**src/rtl/demo_sequencer.sv**
```systemverilog
// Control-word sequencer: steps a loadable program table into the ALU datapath by button or timer.
// Optional 7-segment step display enabled by defining DEMO_SEQ_SEG_EN.
module demo_sequencer #(
  parameter int unsigned INST_W   = 16,
  parameter int unsigned ADDR_W   = 8,
  parameter int unsigned DEPTH    = 8,
  parameter int unsigned DEBOUNCE = 4,
  parameter int unsigned RUN_DIV  = 16,
  localparam int unsigned IDX_W   = $clog2(DEPTH),
  localparam int unsigned CW      = INST_W + ADDR_W + 12
) (
  input  logic              clk,
  input  logic              reset,
  input  logic              btn_n,
  input  logic              run_mode,
  input  logic              loop_en,
  input  logic [IDX_W:0]    prog_len,
  input  logic              prog_we,
  input  logic [IDX_W-1:0]  prog_addr,
  input  logic [CW-1:0]     prog_data,
  output logic [INST_W-1:0] inst,
  output logic [ADDR_W-1:0] mem_addr,
  output logic [4:0]        alu_cont,
  output logic [1:0]        alu_b_src,
  output logic              alu_a_src,
  output logic              reg_write,
  output logic              reg_write_src,
  output logic              dest_reg,
  output logic              mem_we,
  output logic [IDX_W-1:0]  step_idx,
  output logic              busy,
  output logic              done,
  output logic [6:0]        seg_n
);

  localparam int unsigned ALU_LSB   = INST_W;
  localparam int unsigned BSRC_LSB  = INST_W + 5;
  localparam int unsigned ASRC_BIT  = INST_W + 7;
  localparam int unsigned RW_BIT    = INST_W + 8;
  localparam int unsigned DEST_BIT  = INST_W + 9;
  localparam int unsigned RWS_BIT   = INST_W + 10;
  localparam int unsigned MADDR_LSB = INST_W + 11;
  localparam int unsigned MWE_BIT   = CW - 1;
  localparam int unsigned DB_W      = (DEBOUNCE > 1) ? $clog2(DEBOUNCE) : 1;
  localparam int unsigned DIV_W     = $clog2(RUN_DIV);
  localparam logic [IDX_W:0] DEPTH_L = (IDX_W+1)'(DEPTH);

  typedef enum logic [1:0] {ST_IDLE, ST_EXEC, ST_HOLD, ST_DONE} state_t;

  state_t            r_state;
  logic [CW-1:0]     r_table [DEPTH];
  logic [CW-1:0]     r_word;
  logic [IDX_W-1:0]  r_step_idx;
  logic              r_busy;
  logic              r_done;
  logic              r_btn_s1;
  logic              r_btn_s2;
  logic              r_btn_db;
  logic [DB_W-1:0]   r_db_cnt;
  logic              r_btn_step;
  logic [DIV_W-1:0]  r_div_cnt;
  logic              r_run_step;

  logic              w_step;
  logic [IDX_W:0]    w_len;
  logic              w_more;
  logic [IDX_W-1:0]  w_inc;
  logic [IDX_W-1:0]  w_load_idx;
  logic [CW-1:0]     w_load_word;

  // Button: two-flop synchroniser, then accept a new level after DEBOUNCE differing samples
  always_ff @(posedge clk or negedge reset) begin
    if (!reset) begin
      r_btn_s1   <= 1'b1;
      r_btn_s2   <= 1'b1;
      r_btn_db   <= 1'b1;
      r_db_cnt   <= '0;
      r_btn_step <= 1'b0;
    end else begin
      r_btn_s1   <= btn_n;
      r_btn_s2   <= r_btn_s1;
      r_btn_step <= 1'b0;
      if (r_btn_s2 == r_btn_db) begin
        r_db_cnt <= '0;
      end else if (r_db_cnt == DB_W'(DEBOUNCE - 1)) begin
        r_db_cnt   <= '0;
        r_btn_db   <= r_btn_s2;
        r_btn_step <= ~r_btn_s2;
      end else begin
        r_db_cnt <= r_db_cnt + DB_W'(1);
      end
    end
  end

  // Run-mode divider: one step pulse every RUN_DIV cycles, held cleared in button mode
  always_ff @(posedge clk or negedge reset) begin
    if (!reset) begin
      r_div_cnt  <= '0;
      r_run_step <= 1'b0;
    end else if (!run_mode) begin
      r_div_cnt  <= '0;
      r_run_step <= 1'b0;
    end else if (r_div_cnt == DIV_W'(RUN_DIV - 1)) begin
      r_div_cnt  <= '0;
      r_run_step <= 1'b1;
    end else begin
      r_div_cnt  <= r_div_cnt + DIV_W'(1);
      r_run_step <= 1'b0;
    end
  end

  assign w_step      = run_mode ? r_run_step : r_btn_step;
  assign w_len       = (prog_len > DEPTH_L) ? DEPTH_L : prog_len;
  assign w_inc       = r_step_idx + IDX_W'(1);
  assign w_more      = ({1'b0, r_step_idx} + (IDX_W+1)'(1)) < w_len;
  assign w_load_idx  = (r_state == ST_HOLD && w_more) ? w_inc : '0;
  assign w_load_word = r_table[w_load_idx];

  // Program table has no reset; writes only land while the sequencer is parked
  always_ff @(posedge clk) begin
    if (prog_we && (r_state == ST_IDLE || r_state == ST_DONE)) begin
      r_table[prog_addr] <= prog_data;
    end
  end

  always_ff @(posedge clk or negedge reset) begin
    if (!reset) begin
      r_state    <= ST_IDLE;
      r_word     <= '0;
      r_step_idx <= '0;
      r_busy     <= 1'b0;
      r_done     <= 1'b0;
    end else begin
      case (r_state)
        ST_IDLE: begin
          if (w_step && w_len != '0) begin
            r_state    <= ST_EXEC;
            r_step_idx <= '0;
            r_word     <= w_load_word;
            r_busy     <= 1'b1;
          end
        end
        ST_EXEC: begin
          // Write enables pulse for the EXEC cycle only
          r_state          <= ST_HOLD;
          r_word[RW_BIT]   <= 1'b0;
          r_word[MWE_BIT]  <= 1'b0;
        end
        ST_HOLD: begin
          if (w_step) begin
            if (w_more || loop_en) begin
              r_state    <= ST_EXEC;
              r_step_idx <= w_load_idx;
              r_word     <= w_load_word;
            end else begin
              r_state <= ST_DONE;
              r_word  <= '0;
              r_busy  <= 1'b0;
              r_done  <= 1'b1;
            end
          end
        end
        ST_DONE: begin
          if (w_step) begin
            r_state    <= ST_IDLE;
            r_step_idx <= '0;
            r_done     <= 1'b0;
          end
        end
        default: r_state <= ST_IDLE;
      endcase
    end
  end

  assign inst          = r_word[INST_W-1:0];
  assign alu_cont      = r_word[ALU_LSB +: 5];
  assign alu_b_src     = r_word[BSRC_LSB +: 2];
  assign alu_a_src     = r_word[ASRC_BIT];
  assign reg_write     = r_word[RW_BIT];
  assign dest_reg      = r_word[DEST_BIT];
  assign reg_write_src = r_word[RWS_BIT];
  assign mem_addr      = r_word[MADDR_LSB +: ADDR_W];
  assign mem_we        = r_word[MWE_BIT];
  assign step_idx      = r_step_idx;
  assign busy          = r_busy;
  assign done          = r_done;

`ifdef DEMO_SEQ_SEG_EN
  logic [3:0] w_nib;
  logic [6:0] w_seg;
  logic [6:0] r_seg;

  assign w_nib = 4'(r_step_idx);

  // Hex glyphs, segment order gfedcba, active-low
  always_comb begin
    w_seg = 7'b1111111;
    case (w_nib)
      4'h0: w_seg = 7'b1000000;
      4'h1: w_seg = 7'b1111001;
      4'h2: w_seg = 7'b0100100;
      4'h3: w_seg = 7'b0110000;
      4'h4: w_seg = 7'b0011001;
      4'h5: w_seg = 7'b0010010;
      4'h6: w_seg = 7'b0000010;
      4'h7: w_seg = 7'b1111000;
      4'h8: w_seg = 7'b0000000;
      4'h9: w_seg = 7'b0010000;
      4'hA: w_seg = 7'b0001000;
      4'hB: w_seg = 7'b0000011;
      4'hC: w_seg = 7'b1000110;
      4'hD: w_seg = 7'b0100001;
      4'hE: w_seg = 7'b0000110;
      4'hF: w_seg = 7'b0001110;
      default: w_seg = 7'b1111111;
    endcase
  end

  always_ff @(posedge clk or negedge reset) begin
    if (!reset) r_seg <= 7'b1000000;
    else        r_seg <= w_seg;
  end

  assign seg_n = r_seg;
`else
  assign seg_n = 7'b1111111;
`endif

endmodule
```
**config.mk**
```make
export PLATFORM = sky130hd
export DESIGN_NAME = demo_sequencer
export DESIGN_NICKNAME = d
export VERILOG_FILES = /design/src/rtl/demo_sequencer.sv
export SDC_FILE = /design/constraint.sdc
export NUM_CORES = 1
export LEC_CHECK = 0
export CORE_MARGIN = 3
export CORE_UTILIZATION = 53
export CTS_CLUSTER_SIZE = 8
export DETAILED_ROUTE_END_ITERATION = 16
export PLACE_DENSITY = 0.74
export RECOVER_POWER = 25
export SLEW_MARGIN = 40
export SYNTH_ARGS = -nofsm -noshare
export SYNTH_HDL_FRONTEND = slang
export SYNTH_SLANG_ARGS = --single-unit
```
**constraint.sdc**
```tcl
create_clock -name clk -period 4.7 [get_ports clk]
set_input_delay 0.94 -clock clk [delete_from_list [all_inputs] [get_ports clk]]
set_output_delay 0.94 -clock clk [all_outputs]
set_load 0.02 [all_outputs]
```
# After elaboration in Yosys (flattened, before gate mapping)
# Memory sizes are Yosys's and may differ from the RTL's.
# Index checks and enable logic that the tools add are counted.
[word_totals]
ff_bits = 54
ramBits = 288
inputBits = 49
out_inout_bits = 48
memories = 1
[op_classes]
addsub = 4
n_lt_le_gt_ge = 2
eq_ne = 11
muxes = 38
n_bitwise = 2
n_reduce_logical = 18
[mem_list]
columns = ["name", "words", "width", "read_ports", "rd_ports_with_merged_regs", "write_ports", "line", "text"]
rows = [
  ["r_table", 8, 36, 1, 0, 1, "51", "logic [CW-1:0] r_table [DEPTH];"],
]
[ops]
columns = ["op", "count"]
rows = [
  ["36-bit two-way mux", 3],
  ["24-bit one-hot mux with 2 select lines", 1],
  ["10-bit one-hot mux with 2 select lines", 1],
  ["3-bit two-way mux", 5],
  ["1-bit two-way mux", 13],
  ["2-bit two-way mux", 6],
  ["4-bit two-way mux", 3],
  ["3-bit one-hot mux with 3 select lines", 1],
  ["3-bit AND reduction", 3],
  ["2-bit one-hot mux with 4 select lines", 1],
  ["4-bit AND reduction", 2],
  ["2-bit == test, second input constant", 3],
  ["2-bit inequality test, second input constant", 3],
  ["1-bit one-hot mux with 3 select lines", 2],
  ["3-bit nonzero test", 2],
  ["5-bit AND reduction", 1],
  ["3-bit by 1-bit adder with 4-bit output, second input constant", 1],
  ["4-bit by 1-bit adder with 4-bit output, second input constant", 1],
  ["4-bit == test, second input constant", 1],
  ["4-bit > comparator, second input constant", 1],
  ["4-bit less-than comparator", 1],
  ["2-bit by 1-bit inequality test with 1-bit output, second input constant", 2],
  ["1-bit one-hot mux with 2 select lines", 2],
  ["2-bit nonzero test", 2],
  ["other kinds (10)", 14],
]

# Logic depth before layout (Yosys ltp)
# An unclocked memory read counts as a cell.
[logic_depth]
depth_word = 9
mapped_depth = 13
ltp_nobuf = 8

# Least setup slack after synthesis
# Ideal clock, no wire load.
[synth_timing]
kind = "input-to-reg"
startpoint = "input prog_addr[1]"
endpoint = "memory r_table[4][0] (netlist bit) (enable)"
setup_time_ns = 0.523
arrival_ns = 4.537
slack_ns = -0.360
cell_stages = 1
n_path_buf = 0
cell_sequence = "nor4_1"
[synth_rtl]
columns = ["element", "line", "text"]
rows = [
  ["start: declaration", "19", "input logic [IDX_W-1:0] prog_addr,"],
  ["end: declaration", "51", ""],
]
# No word-level cell before the write port.

# Final worst setup path
[layout_timing]
startpoint = "register r_step_idx[0], in the netlist step_idx[0]"
endpoint = "register r_word[2]"
[layout_via]
elab_chain_len = 8
[layout_lines]
columns = ["element", "line", "text"]
rows = [
  ["start: declaration", "53", "logic [IDX_W-1:0] r_step_idx;"],
  ["start signal: assignment", "153", "r_step_idx <= w_load_idx;"],
  ["3-bit by 1-bit adder with 4-bit output", "115", "assign w_more = ({1'b0, r_step_idx} + (IDX_W+1)'(1)) < w_len;"],
  ["4-bit less-than comparator", "115", ""],
  ["1-bit logical AND", "116", "assign w_load_idx = (r_state == ST_HOLD && w_more) ? w_inc : '0;"],
  ["3-bit two-way mux", "116", ""],
  ["memory read 8 x 36 bit", "n/a", ""],
  ["36-bit two-way mux", "151", "if (w_more || loop_en) begin"],
  ["36-bit two-way mux", "150", "if (w_step) begin"],
  ["24-bit one-hot mux with 2 select lines (*)", "134", "case (r_state)"],
  ["end signal: assignment", "139", "r_word <= w_load_word;"],
  ["end signal: assignment", "154", "r_word <= w_load_word;"],
  ["end: declaration", "52", "logic [CW-1:0] r_word;"],
]
# Mark *: on every way between the ends. The rest lies on a longest branch, timed or not. The select of a mux whose other input is x is not followed.
# A chain may end at the register's enable or synchronous reset.

==> results.yml <==
cts:
  numCtsBuffers: 48
  cts_repair_resize_count: 0
  clk_pin_slew_ns: 0.05
  cts.sinks: 342
  clockRootBuffer: "clkbuf_16"
  cts_tree: "yes"
  clock_path_buffers: 3
  htreeDepth: 2
  clock_latency_ns: 0.53
  postCtsSetupBuffers: 0
  ctsHoldBuffers: 0
yosys:
  synthArstFlopShare: 0.158
  synth-seq-area-share: 0.752
  synth_most_common_cell: "edfxtp_1"
  synth_area_leader_cell: "edfxtp_1"
  synth-seq-cells: 342
  synth_common_cells: "edfxtp_1, nand2_1, dfrtp_1"
  yosysTopAreaCellShare: 0.650
  yosys_warnings: 0
  ys_types: 54
  avgSynthCellArea_um2: 15.7
  synth_area_um2: 13300
  synth_edf_count: 288
  synth_area_leaders: "edfxtp_1, dfrtp_1, nand2_1, a32o_1, mux2i_1"
  synth_cells: 849
  synth-main-ff-cell: "edfxtp_1"
timing:
  whs_ns: 0.367
  fin_skew_ns: 0.0156
  rsz0062_at_grt: "false"
  report.final.slew_viol_count: 56
  max_freq_mhz: 297
  period_share: 0.715
  hold_violations: 0
  setup_viol: 0
  tightest_slew_ns: 2.15
  relSlewSlack: -0.432
  tns_ns: 0
  fin_crit_ns: 3.36
floorplan:
  core-area_um2: 24500
  dieArea_um2: 27000
  start_util: 0.544
  die-height_um: 164
  dieWidth_um: 164
  io_pins: 97
  row_count: 57
global_routing:
  antenna_found_initial: 2
  grt_max_degree: 76
  grtUsageTotal: 0.237
  grt_pass1_vias: 8393
  grt_pass1_wl_um: 48400
  grt-ovfl-total: 0
cells_and_area:
  nNetsFinal: 1016
  area_delta_synth_final_pct: 20.5
  fillCellCount: 1641
  fin_cells: 1319
  final_layout_size_suffix_gt1_frac: 0.113
routing:
  dr.pass1.iters: 5
  via_count: 8151
  drtIter0Drc: 790
  ant_nets: 0
  wl_um: 31400
  wl_per_cell_um: 23.8
  avgViaCountPerCell: 6.18
  post-route-drc-count: 0
critical_path:
  cp-end-kind: "register"
  worstPathArrival_ns: 3.79
  critPathKind: "reg2reg"
  startpoint_type: "register"
  worstPathRequired_ns: 5.12
  path_max_fanout: 75
power:
  cellLeakagePower_nw: 5.47
  power_per_cell_area_nw_per_um2: 526
  ir_worst_vdd_mv: 0.277
place:
  dp.cells: 1230
  dp_hpwl_um: 16400
  port_buffers: 89
  gp_congestion: 0.773
status:
  status: "finished, violations left"
  violations: "capacitance limit, slew limit"
hold_path:
  hold_path.class: "reg2reg"
job:
  drv_cap: 2
## logic make-up (layout without fill, tap and decap cells)
family / after synthesis / count (layout) / share of synthesized area
fa+ha+maj: 10 / 10 / 0.00941
buf+inv: 71 / 210 / 0.0250
flops: 342 / 342 / 0.752
mux: 46 / 46 / 0.0363
xor+xnor: 3 / 3 / 0.00254
other cells: 1 / 8 / 0.000282
compound gates: 197 / 197 / 0.113
simple gates: 179 / 179 / 0.0616
## layer usage
layer,share of wire,up-vias,track usage,wire (um)
met1,0.40,4081,0.331,12600
met5,0.00064,-,0,20
met4,0.026,2,0.0854,826
met2,0.49,407,0.381,15300
li1,-,3592,-,-
met3,0.086,69,0.0419,2710
## power by group
part	internal, W	total, W	switching (W)	leakage [nW]
Sequential	0.00359	0.00373	0.000141	3.32
Clock	0.00195	0.00314	0.00119	0.663
Combinational	0.000618	0.00155	0.000934	1.49
## critical path, cell delays in order, from the launching register on
cell      delay, ns
dfrtp_2        0.35
buf_4          0.63
and3_1         0.26
ha_1           0.27
a21oi_1        0.41
nand4_1        0.22
buf_6          0.35
o221ai_1       0.31
o211ai_1       0.16
a32o_1         0.28
## state kept, by name, indices dropped and copies added (netlist names), 2 cells and up
signal     count
r_table      288
r_state        2
r_word        36
r_div_cnt      4
r_db_cnt       2
step_idx       3
## stage by stage
stage	worst slack [ns]	total power [W]	cell area (um2)	util
final	1.34	0.00842	16000	0.655
after global routing	0.916	0.00874	16000	0.655
after floorplan	0.331	0.00468	13300	-
after CTS	1.03	0.00845	16000	0.654
after detailed placement	0.932	0.00532	14600	0.597
after global placement	1.06	0.00527	14600	0.597
## final cells by class
cell class	instances	area [um2]	share of cell area
inverters	8	30.0	0.00187
clock inverters	1	20.0	0.00125
repair buffers	115	1110	0.0694
well taps	324	405	0.0253
diodes	1	2.50	0.000156
flip-flops and latches	342	10000	0.624
multi-input cells	442	3070	0.192
clock buffers	86	1380	0.0858
## cells in the final DEF (no fill, tap or decap), types with 7 or more instances in the layout
cell	instances
nor3_1	27
o32a_1	13
o221ai_1	23
nand2_1	92
a32o_1	34
conb_1	7
a31oi_1	21
mux2_2	17
o31ai_1	14
a21oi_1	34
mux2i_1	28
ha_1	10
edfxtp_1	288
dlygate4sd3_1	20
dfrtp_1	50
o211ai_1	23
clkdlybuf4s50_1	68
clkbuf_16	49
nand3_1	24
buf_4	21
inv_1	8
o22ai_1	14
clkbuf_1	38
nor2_1	8
o21ai_0	8
## path summary, 6_finish.rpt
kind	from	depth (start not counted)	endpoint	slack (ns)
max	step_idx[0]$_DFFE_PN0P_	9	r_word[2]$_DFFE_PN0P_	1.34
min	r_btn_s1$_DFF_PN1_	0	r_btn_s2$_DFF_PN1_	0.37
max reg2reg	step_idx[0]$_DFFE_PN0P_	9	r_word[2]$_DFFE_PN0P_	1.34
min reg2reg	r_btn_s1$_DFF_PN1_	0	r_btn_s2$_DFF_PN1_	0.37
max in group asynchronous	reset	2	r_word[31]$_DFFE_PN0P_	1.40
min in group asynchronous	reset	1	r_btn_step$_DFF_PN0_	1.04
Power figures use the tool's default switching activity.
